--- config.mk ---
export PLATFORM = sky130hd
export DESIGN_NAME = fpu_sequencer
export DESIGN_NICKNAME = d
export VERILOG_FILES = /design/src/rtl/fpu_sequencer.sv
export SDC_FILE = /design/constraint.sdc
export NUM_CORES = 1
export LEC_CHECK = 0
export CORE_UTILIZATION = 25
export DETAILED_ROUTE_END_ITERATION = 12
export PLACE_DENSITY = 0.68
export SLEW_MARGIN = 20
export SYNTH_ARGS = -nofsm -noshare
export SYNTH_HDL_FRONTEND = slang
export SYNTH_SLANG_ARGS = --single-unit
--- constraint.sdc ---
create_clock -name CLK -period 2.39 [get_ports CLK]
set_input_delay 0.239 -clock CLK [delete_from_list [all_inputs] [get_ports CLK]]
set_output_delay 0.239 -clock CLK [all_outputs]
set_load 0.02 [all_outputs]
--- src/rtl/fpu_sequencer.sv ---
// fpu_sequencer: issues one decoded single-precision FPU instruction at a time
// to the shared fadd_fsub / fmul / fdiv units, waits the selected unit's fixed
// latency, then produces a one-cycle write-back to the float register file.
//
// Ports:
//   CLK, RST_N                  clock, asynchronous active-low reset
//   req_valid/req_ready         core issue handshake
//   req_op/req_fd/req_fs/req_ft decoded op, destination index, source values
//   add_a/add_b/add_sub         fadd_fsub operands, add_result its result
//   mul_a/mul_b, mul_result     fmul operands and result
//   div_a/div_b, div_result     fdiv operands and result
//   wb_valid/wb_fd/wb_data      one-cycle write-back strobe, index, value
//   busy                        operation executing
//   illegal                     one-cycle pulse for an undecodable op
//   op_count                    completed write-backs, wrapping
module fpu_sequencer #(
  parameter int unsigned ADD_LAT = 1,
  parameter int unsigned MUL_LAT = 1,
  parameter int unsigned DIV_LAT = 28
) (
  input  logic        CLK,
  input  logic        RST_N,
  input  logic        req_valid,
  output logic        req_ready,
  input  logic [2:0]  req_op,
  input  logic [4:0]  req_fd,
  input  logic [31:0] req_fs,
  input  logic [31:0] req_ft,
  output logic [31:0] add_a,
  output logic [31:0] add_b,
  output logic        add_sub,
  input  logic [31:0] add_result,
  output logic [31:0] mul_a,
  output logic [31:0] mul_b,
  input  logic [31:0] mul_result,
  output logic [31:0] div_a,
  output logic [31:0] div_b,
  input  logic [31:0] div_result,
  output logic        wb_valid,
  output logic [4:0]  wb_fd,
  output logic [31:0] wb_data,
  output logic        busy,
  output logic        illegal,
  output logic [15:0] op_count
);

  localparam int unsigned OP_W   = 3;
  localparam int unsigned REG_W  = 5;
  localparam int unsigned DATA_W = 32;
  localparam int unsigned CNT_W  = 6;
  localparam int unsigned OPC_W  = 16;

  localparam logic [OP_W-1:0] OP_ADD = 3'b000;
  localparam logic [OP_W-1:0] OP_SUB = 3'b001;
  localparam logic [OP_W-1:0] OP_MUL = 3'b010;
  localparam logic [OP_W-1:0] OP_DIV = 3'b011;
  localparam logic [OP_W-1:0] OP_MOV = 3'b110;

  // Counter preloads: EXEC lasts exactly LAT cycles (cnt runs LAT-1 .. 0).
  localparam logic [CNT_W-1:0] ADD_LOAD = CNT_W'(ADD_LAT - 1);
  localparam logic [CNT_W-1:0] MUL_LOAD = CNT_W'(MUL_LAT - 1);
  localparam logic [CNT_W-1:0] DIV_LOAD = CNT_W'(DIV_LAT - 1);

  typedef enum logic [1:0] {
    S_IDLE = 2'd0,
    S_EXEC = 2'd1,
    S_WB   = 2'd2
  } state_t;

  state_t              state_q, state_d;
  logic [OP_W-1:0]     op_q, op_d;
  logic [REG_W-1:0]    fd_q, fd_d;
  logic [DATA_W-1:0]   op_a_q, op_a_d;
  logic [DATA_W-1:0]   op_b_q, op_b_d;
  logic [CNT_W-1:0]    cnt_q, cnt_d;
  logic                add_sub_q, add_sub_d;
  logic                wb_valid_q, wb_valid_d;
  logic [REG_W-1:0]    wb_fd_q, wb_fd_d;
  logic [DATA_W-1:0]   wb_data_q, wb_data_d;
  logic                illegal_q, illegal_d;
  logic [OPC_W-1:0]    op_count_q, op_count_d;
  logic                req_ready_q, req_ready_d;
  logic                busy_q, busy_d;

  logic                accept_c;
  logic [DATA_W-1:0]   unit_result_c;

  // Result of the unit selected by the latched op.
  always_comb begin
    unit_result_c = add_result;
    case (op_q)
      OP_MUL:  unit_result_c = mul_result;
      OP_DIV:  unit_result_c = div_result;
      default: unit_result_c = add_result;
    endcase
  end

  // Next-state and registered-output logic.
  always_comb begin
    state_d    = state_q;
    op_d       = op_q;
    fd_d       = fd_q;
    op_a_d     = op_a_q;
    op_b_d     = op_b_q;
    cnt_d      = cnt_q;
    add_sub_d  = add_sub_q;
    wb_valid_d = 1'b0;
    wb_fd_d    = wb_fd_q;
    wb_data_d  = wb_data_q;
    illegal_d  = 1'b0;
    op_count_d = op_count_q;
    accept_c   = req_valid && req_ready_q;

    case (state_q)
      S_EXEC: begin
        if (cnt_q != '0) begin
          cnt_d = cnt_q - CNT_W'(1);
        end else begin
          wb_data_d  = unit_result_c;
          wb_fd_d    = fd_q;
          wb_valid_d = 1'b1;
          op_count_d = op_count_q + OPC_W'(1);
          state_d    = S_WB;
        end
      end
      default: begin
        // IDLE and WB both accept; WB without a new request falls back to IDLE.
        state_d = S_IDLE;
        if (accept_c) begin
          op_d      = req_op;
          fd_d      = req_fd;
          op_a_d    = req_fs;
          op_b_d    = req_ft;
          add_sub_d = (req_op == OP_SUB);
          case (req_op)
            OP_ADD, OP_SUB: begin
              cnt_d   = ADD_LOAD;
              state_d = S_EXEC;
            end
            OP_MUL: begin
              cnt_d   = MUL_LOAD;
              state_d = S_EXEC;
            end
            OP_DIV: begin
              cnt_d   = DIV_LOAD;
              state_d = S_EXEC;
            end
            OP_MOV: begin
              wb_data_d  = req_ft;
              wb_fd_d    = req_fd;
              wb_valid_d = 1'b1;
              op_count_d = op_count_q + OPC_W'(1);
              state_d    = S_WB;
            end
            default: begin
              illegal_d = 1'b1;
              state_d   = S_IDLE;
            end
          endcase
        end
      end
    endcase

    req_ready_d = (state_d != S_EXEC);
    busy_d      = (state_d == S_EXEC);
  end

  // State and output registers.
  always_ff @(posedge CLK or negedge RST_N) begin
    if (!RST_N) begin
      state_q     <= S_IDLE;
      op_q        <= '0;
      fd_q        <= '0;
      op_a_q      <= '0;
      op_b_q      <= '0;
      cnt_q       <= '0;
      add_sub_q   <= 1'b0;
      wb_valid_q  <= 1'b0;
      wb_fd_q     <= '0;
      wb_data_q   <= '0;
      illegal_q   <= 1'b0;
      op_count_q  <= '0;
      req_ready_q <= 1'b1;
      busy_q      <= 1'b0;
    end else begin
      state_q     <= state_d;
      op_q        <= op_d;
      fd_q        <= fd_d;
      op_a_q      <= op_a_d;
      op_b_q      <= op_b_d;
      cnt_q       <= cnt_d;
      add_sub_q   <= add_sub_d;
      wb_valid_q  <= wb_valid_d;
      wb_fd_q     <= wb_fd_d;
      wb_data_q   <= wb_data_d;
      illegal_q   <= illegal_d;
      op_count_q  <= op_count_d;
      req_ready_q <= req_ready_d;
      busy_q      <= busy_d;
    end
  end

  // All three units see the same latched operands.
  assign add_a     = op_a_q;
  assign add_b     = op_b_q;
  assign add_sub   = add_sub_q;
  assign mul_a     = op_a_q;
  assign mul_b     = op_b_q;
  assign div_a     = op_a_q;
  assign div_b     = op_b_q;
  assign wb_valid  = wb_valid_q;
  assign wb_fd     = wb_fd_q;
  assign wb_data   = wb_data_q;
  assign illegal   = illegal_q;
  assign op_count  = op_count_q;
  assign req_ready = req_ready_q;
  assign busy      = busy_q;

endmodule

# Yosys cells after proc, flatten, opt, wreduce, memory -nomap -nowiden
# Index checks and enable logic that the tools add are counted.
# W data, S select, Z words.
[totals] reg_bits=138 in_bits=171 output_inout_bits=250 word_cells=68
[classes] addsub=2 eq_ne=11 n_mux=28 bitwise_logic=1 reduce_logical=12
[ops] cell="$mux W32" count=4
[ops] cell="$mux W16" count=4
[ops] cell="$pmux W32 S2" count=1
[ops] cell="$mux W5" count=4
[ops] cell="$mux W6" count=3
[ops] cell="$add A16 B1 Y16 const B" count=1
[ops] cell="$eq A3 B2 Y1 const B" count=4
[ops] cell="$pmux W6 S2" count=1
[ops] cell="$mux W1" count=7
[ops] cell="$mux W2" count=3
[ops] cell="$reduce_and A3 Y1" count=2
[ops] cell="$reduce_bool A6 Y1" count=1
[ops] cell="$sub A6 B1 Y6 const B" count=1
[ops] cell="$reduce_or A5 Y1" count=1
[ops] cell="$eq A2 B1 Y1 const B" count=2
[ops] cell="$ne A2 B2 Y1 const B" count=2
[ops] cell="$pmux W2 S2" count=1
[ops] cell="$reduce_bool A2 Y1" count=2
[ops] cell="$reduce_or A4 Y1" count=1
[ops] cell="$eq A3 B1 Y1 const B" count=1
[ops] cell="$eq A3 B3 Y1 const B" count=1
[ops] cell="$logic_not A3 Y1" count=1
[ops] cell="$reduce_bool A3 Y1" count=1
[ops] cell="$reduce_or A3 Y1" count=1
[ops] cell="4 further kinds" count=4

# Longest topological paths before layout
[logic_depth] ltp_word=6 mapped_depth=9 depth_no_buf=6

# Least setup slack after synthesis
# No wires, ideal clock.
[synth_timing] kind="reg-to-reg" start="reg cnt_q[2]" end="reg wb_data_q[16] (netlist: wb_data[16])" setup_ps=129 arrival_time_ps=1653 t_required_ps=2261 slack_ps=608 path_stages_with_launch=8 path_buffers=3 period_less_slack_ps=1782 cell_sequence="dfrtp_1 or3_4 nor3_4 or2_1 buf_2 buf_6 buf_4 a31oi_1"
[synth_via] elab_chain_cells=3
[synth_lines] item="start: declaration" line="75" source="logic [CNT_W-1:0] cnt_q, cnt_d;"
[synth_lines] item="start signal: assignment" line="191" source="cnt_q <= cnt_d;"
[synth_lines] item="$reduce_bool A6 Y1" line="116" source="if (cnt_q != '0) begin"
[synth_lines] item="$ne A2 B2 Y1 (no line)"
[synth_lines] item="$reduce_and A3 Y1 (no line)"
[synth_lines] item="end signal: assignment" line="195" source="wb_data_q <= wb_data_d;"
[synth_lines] item="end: declaration" line="79" source="logic [DATA_W-1:0] wb_data_q, wb_data_d;"
# Every way passes these cells.
# A chain may end at the register's enable or synchronous reset.

# Worst setup path after layout
[layout_timing] start="reg cnt_q[0]" end="reg op_count_q[14] (netlist: op_count[14])"
[layout_via] elab_chain_cells=3
[layout_lines] item="$reduce_bool A6 Y1" line="116"
[layout_lines] item="$ne A2 B2 Y1 (no line)"
[layout_lines] item="$reduce_and A3 Y1 (no line)"
[layout_lines] item="end signal: assignment" line="197" source="op_count_q <= op_count_d;"
[layout_lines] item="end: declaration" line="81" source="logic [OPC_W-1:0] op_count_q, op_count_d;"
# Every way passes these cells.

==> metrics.md <==
| Metric | Value |
|---|---|
| Via count | `6826` |
| # DRC | `0` |
| Worst hold path type | `in -> async` |
| Die width | `173.3 um` |
| DRT antenna net count | `0` |
| Worst Path Max Fanout | `30` |
| Ratio of cells with drive above 1 in the final layout | `5.836%` |
| Outcome | `finished clean` |
| Number of fillers in the final layout | `2844` |
| Synth Area in Simple Gates | `20.66%` |
| Post-CTS Repair Setup Buffers | `0` |
| Number of diodes | `0` |
| Max IR drop VDD | `0.7374 mV` |
| Setup Skew | `10.13 ps` |
| DR WL/cell | `17.50 um` |
| Die area | `30020 sq um` |
| Top layer in use | `met4` |
| RR Startpoint | `cnt_q[0]` |
| Die Height | `173.3 um` |
| Post-Syn Instances | `837` |
| H-tree Lvls | `4` |
| CP Capture Type | `register` |
| DR WL met3 | `1.756 mm` |
| Number of global-route vias before repair | `6904` |
| Post-synth EDFFs | `0` |
| Post-synthesis sequential area ratio | `47.11%` |
| Arr. time, crit path | `2240 ps` |
| Async set-reset flop share out of synthesis | `100.0%` |
| PwrDens | `1432 nW/um^2` |
| Via density | `4.506` |
| Synth Area in XOR/XNOR | `1.792%` |
| Reg-to-reg slack, setup | `450 ps` |
| Slew Limit Fails | `0` |
| Req. time, crit path | `2690 ps` |
| Clk buf depth | `2` |
| Core area | `28780 sq um` |
| GRT Util Overall | `17.67%` |
| Drt pass-1 iters | `4` |
| Slew HR | `52.91%` |
| CTS clk-pin slew, worst paths | `70 ps` |
| Post-Syn Area per Cell | `8.761 sq um` |
| Final Hold Viols | `0` |
| Setup tns final | `0 ps` |
| Reg-to-Reg End | `op_count[14]` |
| Final hold slack | `221.6 ps` |
| Synth Area in Adders | `0.3412%` |
| TritonCTS Buffers | `17` |
| Hpwl dp | `19.48 mm` |
| Largest family of logic cells by synthesized area | `simple AND/OR/NAND/NOR gates` |
| Largest net degree at the start of global routing | `85` |
| TritonCTS clock tree | `yes` |
| Nets | `1291` |
| Ys flop type | `dfrtp_1` |
| Synth warn | `0` |
| Period minus WS final | `1938 ps` |
| Critical path launch point type | `register` |
| LEAKAGE | `4.918 nW` |
| Setup crit end | `op_count[14]` |
| Metal2 WL | `13.66 mm` |
| Final Cycle Share | `81.09%` |
| RSZ-0062 raised after global routing | `false` |
| Post-Route WL | `26.51 mm` |
| Syn nets | `1010` |
| Worst-Skew Late Latency | `410 ps` |
| IO buf count | `420` |
| Setup violations, final | `0` |
| Worst-Margin Slew | `688.5 ps` |
| Crit Path Category | `reg -> reg` |
| DRT iter0 DRCs | `295` |
| IO Count | `421` |
| Initial Util | `25.48%` |
| RD Place Congestion | `0.7762` |
| MaxCap Viol Count | `0` |
| #FFs+latches synth | `138` |
| Clk root buf | `clkbuf_16` |
| Row count | `62` |
| Synthesized area | `7333 sq um` |
| Met1 wire length | `10.62 mm` |
| Antenna violations before repair | `0` |
| Fmax | `0.5160 GHz` |
| Crit path launch | `cnt_q[0]` |
| First-pass GRT wire length | `40.92 mm` |
| Post-synthesis mux area share | `4.521%` |
| Area grow syn2layout | `58.71%` |
| Compound-Gate Fraction of Synth Area | `9.265%` |
| Clock sinks | `138` |
| GRT overflow | `0` |
| Post-synth cell types | `39` |
| Worst Reg-to-Reg Cells | `7` |
-- layout make-up --
type | instances | area, sq um | share of cell area [%]
repair buffers | 441 | 4403 | 37.83
flip-flops and latches | 138 | 3456 | 29.69
multi-input cells | 515 | 2726 | 23.42
well taps | 384 | 480.5 | 4.128
clock buffers | 19 | 432.9 | 3.720
clock inverters | 13 | 121.4 | 1.043
inverters | 5 | 18.77 | 0.1613
-- worst min-delay path by stage --
stage / end / depth (start not counted)
2_1_floorplan: add_a[0] / 0
3_3_place_gp: op_count[12] / 1
3_5_place_dp: op_count[12] / 1
4_1_cts: op_count[14] / 2
5_1_grt: op_count[15] / 2
6_report: op_count[14] / 2
-- power breakdown --
group          switching, mW  total (mW)  internal (mW)
Clock                   1.11        2.55           1.44
Sequential              1.04        4.41           3.37
Combinational           5.22        9.70           4.48
Total                   7.37        16.7           9.29
-- sequential cells by signal (all words and copies together) (netlist names) --
signal     flops
req_ready      1
add_b         32
fd_q           5
op_q           3
state_q        2
add_sub        1
cnt_q          6
busy           1
wb_data       32
add_a         32
illegal        1
wb_valid       1
op_count      16
wb_fd          5
-- synthesized netlist by cell type (2+ instances only) --
library cell,n,area [sq um]
a211oi_1,2,15.01
a21oi_1,5,25.02
a31oi_1,39,244.0
and3_1,5,31.28
and4_1,2,17.52
buf_1,3,11.26
buf_2,11,55.05
buf_4,129,968.4
clkbuf_1,35,131.4
dfrtp_1,137,3428
ha_1,2,25.02
inv_1,5,18.77
mux2i_1,32,320.3
nand2_1,293,1100
nand3_1,3,15.01
nand3b_1,2,15.01
nor2_1,6,22.52
nor2b_1,2,12.51
nor3_1,44,220.2
nor4_1,2,12.51
o2111ai_1,5,43.79
o211ai_1,38,285.3
o21ai_0,4,20.02
o41ai_1,2,17.52
or2_2,2,12.51
xnor2_1,14,122.6
-- repair_timing --
| item | in CTS | in global routing |
|---|---|---|
| gates resized for setup | 0 | 0 |
| hold endpoints to repair | 16 | 0 |
| hold buffers | 1 | 0 |
-- kinds of logic (layout without fill, tap and decap cells) --
group,Yosys count,after routing
simple gates,367,367
xor+xnor,15,15
compound gates,98,98
mux,33,33
flops,138,138
buf+inv,184,478
fa+ha+maj,2,2
-- through the flow --
step	setup slack [ps]	power, mW	instances	util, %	cell area, sq um
CTS	468.7	16.86	1515	40.44	11640
global placement	431.4	14.07	1482	38.48	11070
global route	284.5	17.61	1515	40.44	11640
detailed placement	393.3	14.22	1482	38.48	11070
floorplan	607.9	10.31	837	-	7333
finish	451.9	16.66	1515	40.44	11640
-- critical path, cell delays in order (launching register included) --
cell and delay (ps):
dfrtp_1 410, inv_1 110, ha_1 220, nand3b_1 200, nor3_4 190, buf_4 350
o2111ai_1 190, xnor2_1 160
-- placed cells by master (no fill, tap or decap), drive strengths merged --
cell and instances:
a2111oi 1, a211oi 2, a21oi 5, a31oi 39
and3 5, and4 2, buf 21, bufinv 1
clkbuf 19, clkdlybuf4s50 419, clkinv 3, clkinvlp 5
dfrtp 137, dfstp 1, dlygate4sd3 1, ha 2
inv 9, mux2 1, mux2i 32, nand2 293
nand2b 1, nand3 3, nand3b 2, nand4 1
nor2 6, nor2b 2, nor3 46, nor4 2
o2111ai 5, o211ai 38, o21ai 4, o221a 1
o221ai 1, o41ai 2, or2 3, or3 1
xnor2 14, xor2 1
-- routing by layer --
layer,vias up,track usage [%]
met1,3277,20.41
met4,0,5.347
met5,-,0
met2,292,31.93
met3,26,4.430
li1,3231,-
Note: power is estimated with default switching activity, not from simulation.
